[config.mk]
export PLATFORM = sky130hd
export DESIGN_NAME = need_scheduler
export DESIGN_NICKNAME = d
export VERILOG_FILES = /design/src/rtl/need_scheduler.sv
export SDC_FILE = /design/constraint.sdc
export NUM_CORES = 1
export LEC_CHECK = 0
export BUFFER_PORTS_ARGS = -buffer_cell sky130_fd_sc_hd__buf_2
export CAP_MARGIN = 25
export CORE_MARGIN = 4
export CORE_UTILIZATION = 54
export DETAILED_ROUTE_END_ITERATION = 8
export HOLD_SLACK_MARGIN = 0.15
export PLACE_DENSITY = 0.77
export SYNTH_ARGS = -nofsm -noshare
export SYNTH_HDL_FRONTEND = slang
export SYNTH_SLANG_ARGS = --single-unit
[constraint.sdc]
create_clock -name clk -period 2.1 [get_ports clk]
set_input_delay 0.21 -clock clk [delete_from_list [all_inputs] [get_ports clk]]
set_output_delay 0.21 -clock clk [all_outputs]
set_load 0.02 [all_outputs]
[src/rtl/need_scheduler.sv]
// rtl/need_scheduler.sv - action arbiter, cooldown sequencer and decay time base for the pet need FSMs
//
// Turns synchronized button levels (comer/jugar/descansar) into one-cycle,
// round-robin arbitrated action commands separated by a cooldown. It also
// produces the periodic decay pulses for the hunger/fun/energy FSMs.
//
// Ports:
//   clk, rst                  clock, asynchronous active-high reset
//   comer, jugar, descansar   request levels (synchronized)
//   acelerar                  fast time unit select
//   test                      every-cycle time unit (only with TEST_MODE_EN)
//   cmd_comer/jugar/descansar one-cycle action commands
//   decay_hambre/diversion/energia  one-cycle decay pulses
//   busy                      high in GRANT and COOLDOWN
//   ultimo                    last granted action (0 none, 1 comer, 2 jugar, 3 descansar)
//
// Optional feature macro: TEST_MODE_EN (test=1 forces a unit tick every cycle).

module need_scheduler #(
  parameter int UNIT_CYCLES    = 50_000_000,
  parameter int FAST_CYCLES    = 50_000,
  parameter int DECAY_UNITS    = 5,
  parameter int COOLDOWN_UNITS = 2
) (
  input  logic       clk,
  input  logic       rst,
  input  logic       comer,
  input  logic       jugar,
  input  logic       descansar,
  input  logic       acelerar,
  input  logic       test,
  output logic       cmd_comer,
  output logic       cmd_jugar,
  output logic       cmd_descansar,
  output logic       decay_hambre,
  output logic       decay_diversion,
  output logic       decay_energia,
  output logic       busy,
  output logic [1:0] ultimo
);

  localparam int MAX_CYCLES = (UNIT_CYCLES > FAST_CYCLES) ? UNIT_CYCLES : FAST_CYCLES;
  localparam int PW         = (MAX_CYCLES > 1) ? $clog2(MAX_CYCLES) : 1;

  localparam logic [PW-1:0] UNIT_LAST  = PW'(UNIT_CYCLES - 1);
  localparam logic [PW-1:0] FAST_LAST  = PW'(FAST_CYCLES - 1);
  localparam logic [3:0]    DECAY_LAST = 4'(DECAY_UNITS - 1);
  localparam logic [3:0]    CD_INIT    = 4'(COOLDOWN_UNITS);

  typedef enum logic [1:0] {IDLE, GRANT, COOLDOWN} state_t;

  state_t        state, state_nxt;
  logic [2:0]    req, prev, req_edge, pend;
  logic [1:0]    ptr;
  logic [3:0]    cd_cnt, dcnt;
  logic [PW-1:0] presc, presc_last;
  logic          unit_tick, wrap, granting;
  logic [2:0]    grant_vec, cmd_vec_nxt, wrap_vec;
  logic [2:0]    cmd_q, decay_q, defer;

  assign req      = {descansar, jugar, comer};
  assign req_edge = req & ~prev;

`ifdef TEST_MODE_EN
  always_comb begin
    presc_last = acelerar ? FAST_LAST : UNIT_LAST;
    if (test) presc_last = '0;
  end
`else
  logic unused_test;
  assign unused_test = test;
  assign presc_last  = acelerar ? FAST_LAST : UNIT_LAST;
`endif

  // ">=" rather than "==" so that switching to the short unit while the count
  // is already past its end still produces a tick and restarts the count.
  assign unit_tick = (presc >= presc_last);
  assign wrap      = unit_tick && (dcnt == DECAY_LAST);
  assign wrap_vec  = {3{wrap}};

  // Round-robin: ptr names the action with highest priority this round.
  always_comb begin
    grant_vec = 3'b000;
    case (ptr)
      2'd1: begin
        if      (pend[1]) grant_vec = 3'b010;
        else if (pend[2]) grant_vec = 3'b100;
        else if (pend[0]) grant_vec = 3'b001;
      end
      2'd2: begin
        if      (pend[2]) grant_vec = 3'b100;
        else if (pend[0]) grant_vec = 3'b001;
        else if (pend[1]) grant_vec = 3'b010;
      end
      default: begin
        if      (pend[0]) grant_vec = 3'b001;
        else if (pend[1]) grant_vec = 3'b010;
        else if (pend[2]) grant_vec = 3'b100;
      end
    endcase
  end

  always_ff @(posedge clk or posedge rst) begin
    if (rst) state <= IDLE;
    else     state <= state_nxt;
  end

  always_comb begin
    state_nxt = state;
    granting  = 1'b0;
    case (state)
      IDLE: begin
        if (|pend) begin
          state_nxt = GRANT;
          granting  = 1'b1;
        end
      end
      GRANT:    state_nxt = COOLDOWN;
      COOLDOWN: if (unit_tick && cd_cnt == 4'd1) state_nxt = IDLE;
      default:  state_nxt = IDLE;
    endcase
  end

  assign cmd_vec_nxt = granting ? grant_vec : 3'b000;

  always_ff @(posedge clk or posedge rst) begin
    if (rst) begin
      prev    <= '0;
      pend    <= '0;
      ptr     <= '0;
      ultimo  <= '0;
      cd_cnt  <= '0;
      dcnt    <= '0;
      presc   <= '0;
      cmd_q   <= '0;
      decay_q <= '0;
      defer   <= '0;
    end else begin
      prev  <= req;
      presc <= unit_tick ? '0 : presc + 1'b1;
      if (unit_tick) dcnt <= wrap ? 4'd0 : dcnt + 4'd1;

      // Edges seen during COOLDOWN are discarded; earlier pending bits stay.
      if (state != COOLDOWN) pend <= (pend | req_edge) & ~cmd_vec_nxt;

      cmd_q <= cmd_vec_nxt;
      if (granting) begin
        cd_cnt <= CD_INIT;
        if (grant_vec[0]) begin
          ultimo <= 2'd1;
          ptr    <= 2'd1;
        end else if (grant_vec[1]) begin
          ultimo <= 2'd2;
          ptr    <= 2'd2;
        end else begin
          ultimo <= 2'd3;
          ptr    <= 2'd0;
        end
      end else if (state == COOLDOWN && unit_tick) begin
        cd_cnt <= cd_cnt - 4'd1;
      end

      // A decay colliding with its own action command is pushed back one
      // cycle so the need FSM (which favours the command) does not lose it.
      decay_q <= (wrap_vec & ~cmd_vec_nxt) | defer;
      defer   <= wrap_vec & cmd_vec_nxt;
    end
  end

  assign cmd_comer       = cmd_q[0];
  assign cmd_jugar       = cmd_q[1];
  assign cmd_descansar   = cmd_q[2];
  assign decay_hambre    = decay_q[0];
  assign decay_diversion = decay_q[1];
  assign decay_energia   = decay_q[2];
  assign busy            = (state != IDLE);

endmodule
### Word level (Yosys, flattened, before mapping)

Index checks and enable logic that the tools add are counted.

| cells by class | value |
|---|---|
| add/sub/neg operators | 3 |
| order comparisons | 1 |
| equality and inequality tests | 9 |
| muxes and demuxes | 25 |
| bitwise gates (word level) | 8 |
| reduce and logical (&&, ||, !) cells | 8 |

Operators by type and width:

| kind | number |
|---|---|
| 26-bit 2-to-1 mux | 2 |
| 26-bit by 1-bit adder with 26-bit output (second input constant) | 1 |
| 26-bit >= comparator | 1 |
| 3-bit 2-to-1 mux | 7 |
| 2-bit 2-to-1 mux | 7 |
| 3-bit bitwise AND | 4 |
| 4-bit 2-to-1 mux | 3 |
| 2-bit inequality test (second input constant) | 3 |
| 3-bit inverter | 2 |
| 3-bit OR | 2 |
| 2-bit one-hot mux with 3 select lines | 1 |
| 3-bit one-hot mux with 2 select lines | 1 |
| 4-bit by 1-bit adder with 4-bit output (second input constant) | 1 |
| 2-bit by 1-bit == test with 1-bit output (second input constant) | 2 |
| 2-bit == test (second input constant) | 2 |
| 4-bit by 1-bit == test with 1-bit output (second input constant) | 1 |
| 4-bit by 3-bit == test with 1-bit output (second input constant) | 1 |
| 1-bit 2-to-1 mux | 4 |
| 2-bit nonzero test | 2 |
| 4-bit by 1-bit subtractor with 4-bit output (second input constant) | 1 |
| 1-bit logical AND | 3 |
| 3-bit OR reduction | 1 |
| 2-bit zero test | 1 |
| 2-bit AND reduction | 1 |

| storage, ports and cells | value |
|---|---|
| bits in registers | 55 |
| input bits | 7 |
| output and inout bits | 9 |
| word-level logic and storage cells | 65 |

### Logic depth before layout (Yosys ltp)

| logic depth | value |
|---|---|
| depth after elaboration | 8 |
| depth in mapped cells | 10 |

### Worst setup path after synthesis

No wires, ideal clock.

| timing | value |
|---|---|
| path type | register to register |
| start | register presc[8] |
| end | register dcnt[3] |
| library setup time | 0.127 ns |
| arrival | 1.995 ns |
| required time | 1.973 ns |
| slack | -0.022 ns |
| cell stages (with the launch flop) | 9 |
| path buffers | 1 |
| period minus slack after synthesis | 2.122 ns |
| path through | dfrtp_1 -> ha_1 -> a21o_1 -> a211o_1 -> o2111ai_1 -> o211ai_2 -> buf_2 -> nand4_1 -> mux2_1 |

| on the way | value |
|---|---|
| cells in the longest elaborated chain, start to end | 3 |

RTL lines:

| what | line | RTL |
|---|---|---|
| from (decl) | 56 | `logic [PW-1:0] presc, presc_last;` |
| from (signal assigned) | 140 | `presc <= unit_tick ? '0 : presc + 1'b1;` |
| 26-bit >= comparator * | 77 | `assign unit_tick = (presc >= presc_last);` |
| 1-bit logical AND | 78 | `assign wrap = unit_tick && (dcnt == DECAY_LAST);` |
| 4-bit 2-to-1 mux | 141 | `if (unit_tick) dcnt <= wrap ? 4'd0 : dcnt + 4'd1;` |
| to (signal assigned) | 141 |  |
| to (decl) | 55 | `logic [3:0] cd_cnt, dcnt;` |

Mark *: on every way between the ends. The rest lies on a longest branch, timed or not.
A chain may end at the register's enable or synchronous reset.

### Final worst setup path

| timing | value |
|---|---|
| start | register presc[25] |
| end | register dcnt[3] |

Same word-level chain as after synthesis.

==> impl_metrics.tcl <==
set metrics [dict create \
    status "finished, violations left" \
    violations "setup timing" \
    syn-num-nets 307 \
    detail-route-antenna-nets 0 \
    cts_tree "done" \
    synth_top_family_by_area "simple AND/OR/NAND/NOR gates" \
    fin_cells 394 \
    syn_inst 280 \
    synthSimpleGateAreaFrac 0.209 \
    placed_area_sq_um 3100 \
    first_iter_violations 91 \
    clock_path_buffers 2 \
    globalplace.congestion 0.797 \
    worst-path-max-fanout 6 \
    synth_flop_cell "dfrtp_1" \
    dieWidth_um 80.4 \
    initial_utilization 0.554 \
    clock-root-buffer "clkbuf_8" \
    syn_to_final_growth_pct 21.8 \
    rsz0062_at_grt "true" \
    fin_skew_ns 0.0118 \
    fin_ws_ns -0.0653 \
    drc 0 \
    r2r-end "dcnt[3]" \
    finalSetupViolCount 11 \
    drtPass1Iterations 4 \
    detail_route.vias_per_cell 5.42 \
    avgSynthCellArea_sq_um 10.1 \
    yosys_warnings 0 \
    relSlewSlack 0.661 \
    io_buffers 14 \
    hp-class "input pin to asynchronous set/reset pin" \
    stdcell_area_sq_um 3450 \
    antenna_found_initial 0 \
    fillCellCount 406 \
    synth-async-reset-ratio 1.00 \
    max_freq_ghz 0.462 \
    drive_gt1_frac 0.219 \
    synth-edff-count 0 \
    ys_seq_elements 55 \
    p_total_mw 1.79 \
    synth_compound_gate_area_share 0.0937 \
    track_usage 0.183 \
    hold_viol 0 \
    cp_data_required_time_ns 2.32 \
    synth_fa_ha_area_frac 0.0884 \
    path_class "register to register" \
    grt_pass1_vias 2063 \
    crit_arrival_ns 2.39 \
    core.rowCount 26 \
    fin_crit_ns 2.17 \
    core_sq_um 5110 \
    cp-end-kind "register" \
    syn_area_sq_um 2830 \
    wl_per_cell_um 14.4 \
    yosys.area.top_type "dfrtp_1" \
    placed_cells 375 \
    slew_violations 0 \
    synth_most_common_cell "dfrtp_1" \
    ff2ff_path_depth 8 \
    powerDensity_nw_per_um2 520 \
    synth_top_cell_area_share 0.486 \
    die_h_um 80.4 \
    preCtsSetupSlack_ns -0.217 \
    worstSkewPairLatency_ns 0.32 \
    synth_mux_area_frac 0.0181 \
    clk_pin_slew_ns 0.11 \
    yosys-top-cells-count "55 x dfrtp_1, 47 x nor2_1, 21 x nand2_1" \
    globalRouteOverflowTotal 0 \
    vdd_drop_max_mv 0.362 \
    cts_buffers 5 \
    nets 350 \
    vias 2136 \
    synthTopCellsByArea "dfrtp_1 49%, ha_1 8.8%, nor2_1 6.2%" \
    dieArea_sq_um 6470 \
    power.leakage_nw 1.71 \
    dp_hpwl_mm 3.61 \
    grt_pass1_wl_mm 9.27 \
    finalSetupTns_ns -0.193 \
    fin_crit_sh 1.03 \
    io_pins 16 \
    cp-start-kind "register" \
    r2r-start "presc[25]" \
    cts.sinks 55 \
    ys_seq_area_frac 0.486 \
    cap_violations 0 \
    antenna_cells 0 \
    grt_max_degree 33 \
    synth_xor_xnor_area_share 0.0711 \
    drt-total-wl_mm 5.66 \
    synth_cell_types 46 \
    reg2reg_setup_slack_ns -0.07 \
    max_slew.worst_pin.slew_ns 0.508 \
    h-tree-depth 2 \
]
## worst max-delay path by stage
stage / start / to / slack (ns) / cells past startpoint
2_1_floorplan: presc[8] / dcnt[3] / 0.005 / 8
3_3_place_gp: acelerar / dcnt[2] / -0.18 / 9
3_5_place_dp: acelerar / cd_cnt[1] / -0.22 / 10
4_1_cts: presc[25] / dcnt[3] / -0.02 / 8
5_1_grt: presc[23] / cd_cnt[2] / -0.15 / 8
6_report: presc[25] / dcnt[3] / -0.07 / 8
## what timing repair did
| action | in CTS | in global routing |
|---|---|---|
| hold buffers | 4 | 0 |
| setup endpoints to repair | 30 | 39 |
| pin swaps | 7 | 7 |
| hold endpoints to repair | 26 | 0 |
| setup buffers | 6 | 1 |
| gates cloned | 0 | 1 |
| gates resized for setup | 7 | 19 |
## kinds of logic after synthesis
| family | after synthesis |
|---|---|
| AO/OA/AOI/OAI | 42 |
| flip-flops | 55 |
| XOR/XNOR | 23 |
| adder cells (fa/ha/maj) | 20 |
| buffers and inverters | 24 |
| AND/OR/NAND/NOR | 111 |
| multiplexers | 5 |
## layout by cell type (no fill, tap or decap), drive strengths merged, types with 2 or more instances in the layout
cell type	netlist	routed
dfrtp	55	55
dlygate4sd3	0	4
a21oi	9	9
nor2	47	47
and2	2	2
nand4	4	4
clkbuf	1	6
ha	20	20
o21bai	4	4
o21ai	15	15
xnor2	14	14
nor4b	2	2
and3	4	4
nor3	6	6
buf	4	36
nor4	2	2
or3	2	2
a21o	2	2
nand3b	2	2
mux2i	4	4
and4	2	2
nand2	21	21
and4b	2	2
nand3	7	7
nor2b	6	6
xor2	9	9
inv	19	21
a211o	2	2
## flip-flops by register name (all words and copies together), names as in the netlist
name	flops
decay_q	3
cmd_q	3
pend	3
dcnt	4
ptr	2
presc	26
cd_cnt	4
ultimo	2
state	2
prev	3
defer	3
## critical path: stages (launching register included)
cell and delay (ns):
dfrtp_1 0.43, ha_4 0.28, and4b_1 0.23, nor4b_4 0.29
o21ai_2 0.11, o211ai_2 0.16, buf_6 0.14, nand4_1 0.11
mux2_4 0.31
## stage by stage
step | util | hold slack, ns
3_3_place_gp | 0.608 | 0.263
5_1_grt | 0.675 | 0.490
4_1_cts | 0.648 | 0.456
6_report | 0.675 | 0.452
2_1_floorplan | - | 0.241
3_5_place_dp | 0.608 | 0.265
## final cells by class
type | count | area [sq um] | share of cell area
Clock inverter | 3 | 27.5 | 0.00798
Inverter | 19 | 71.3 | 0.0207
Tap cell | 70 | 87.6 | 0.0254
Sequential cell | 55 | 1380 | 0.399
Timing Repair Buffer | 41 | 332 | 0.0962
Multi-Input combinational cell | 201 | 1490 | 0.431
Clock buffer | 5 | 68.8 | 0.0200
## power breakdown
part | total (mW) | internal [mW] | switching (mW)
sequential | 1.07 | 1.07 | 0.00535
combinational | 0.0877 | 0.0357 | 0.0521
clock | 0.634 | 0.248 | 0.386
total | 1.79 | 1.35 | 0.443
## per-layer routing
| metal | GRT usage | share of wire | vias to the layer above |
|---|---|---|---|
| met5 | 0 | 0 | - |
| met4 | 0.0693 | 0.028 | 0 |
| met3 | 0.0370 | 0.034 | 15 |
| li1 | - | - | 1040 |
| met2 | 0.300 | 0.49 | 38 |
| met1 | 0.238 | 0.44 | 1043 |
Power figures use the tool's default switching activity.
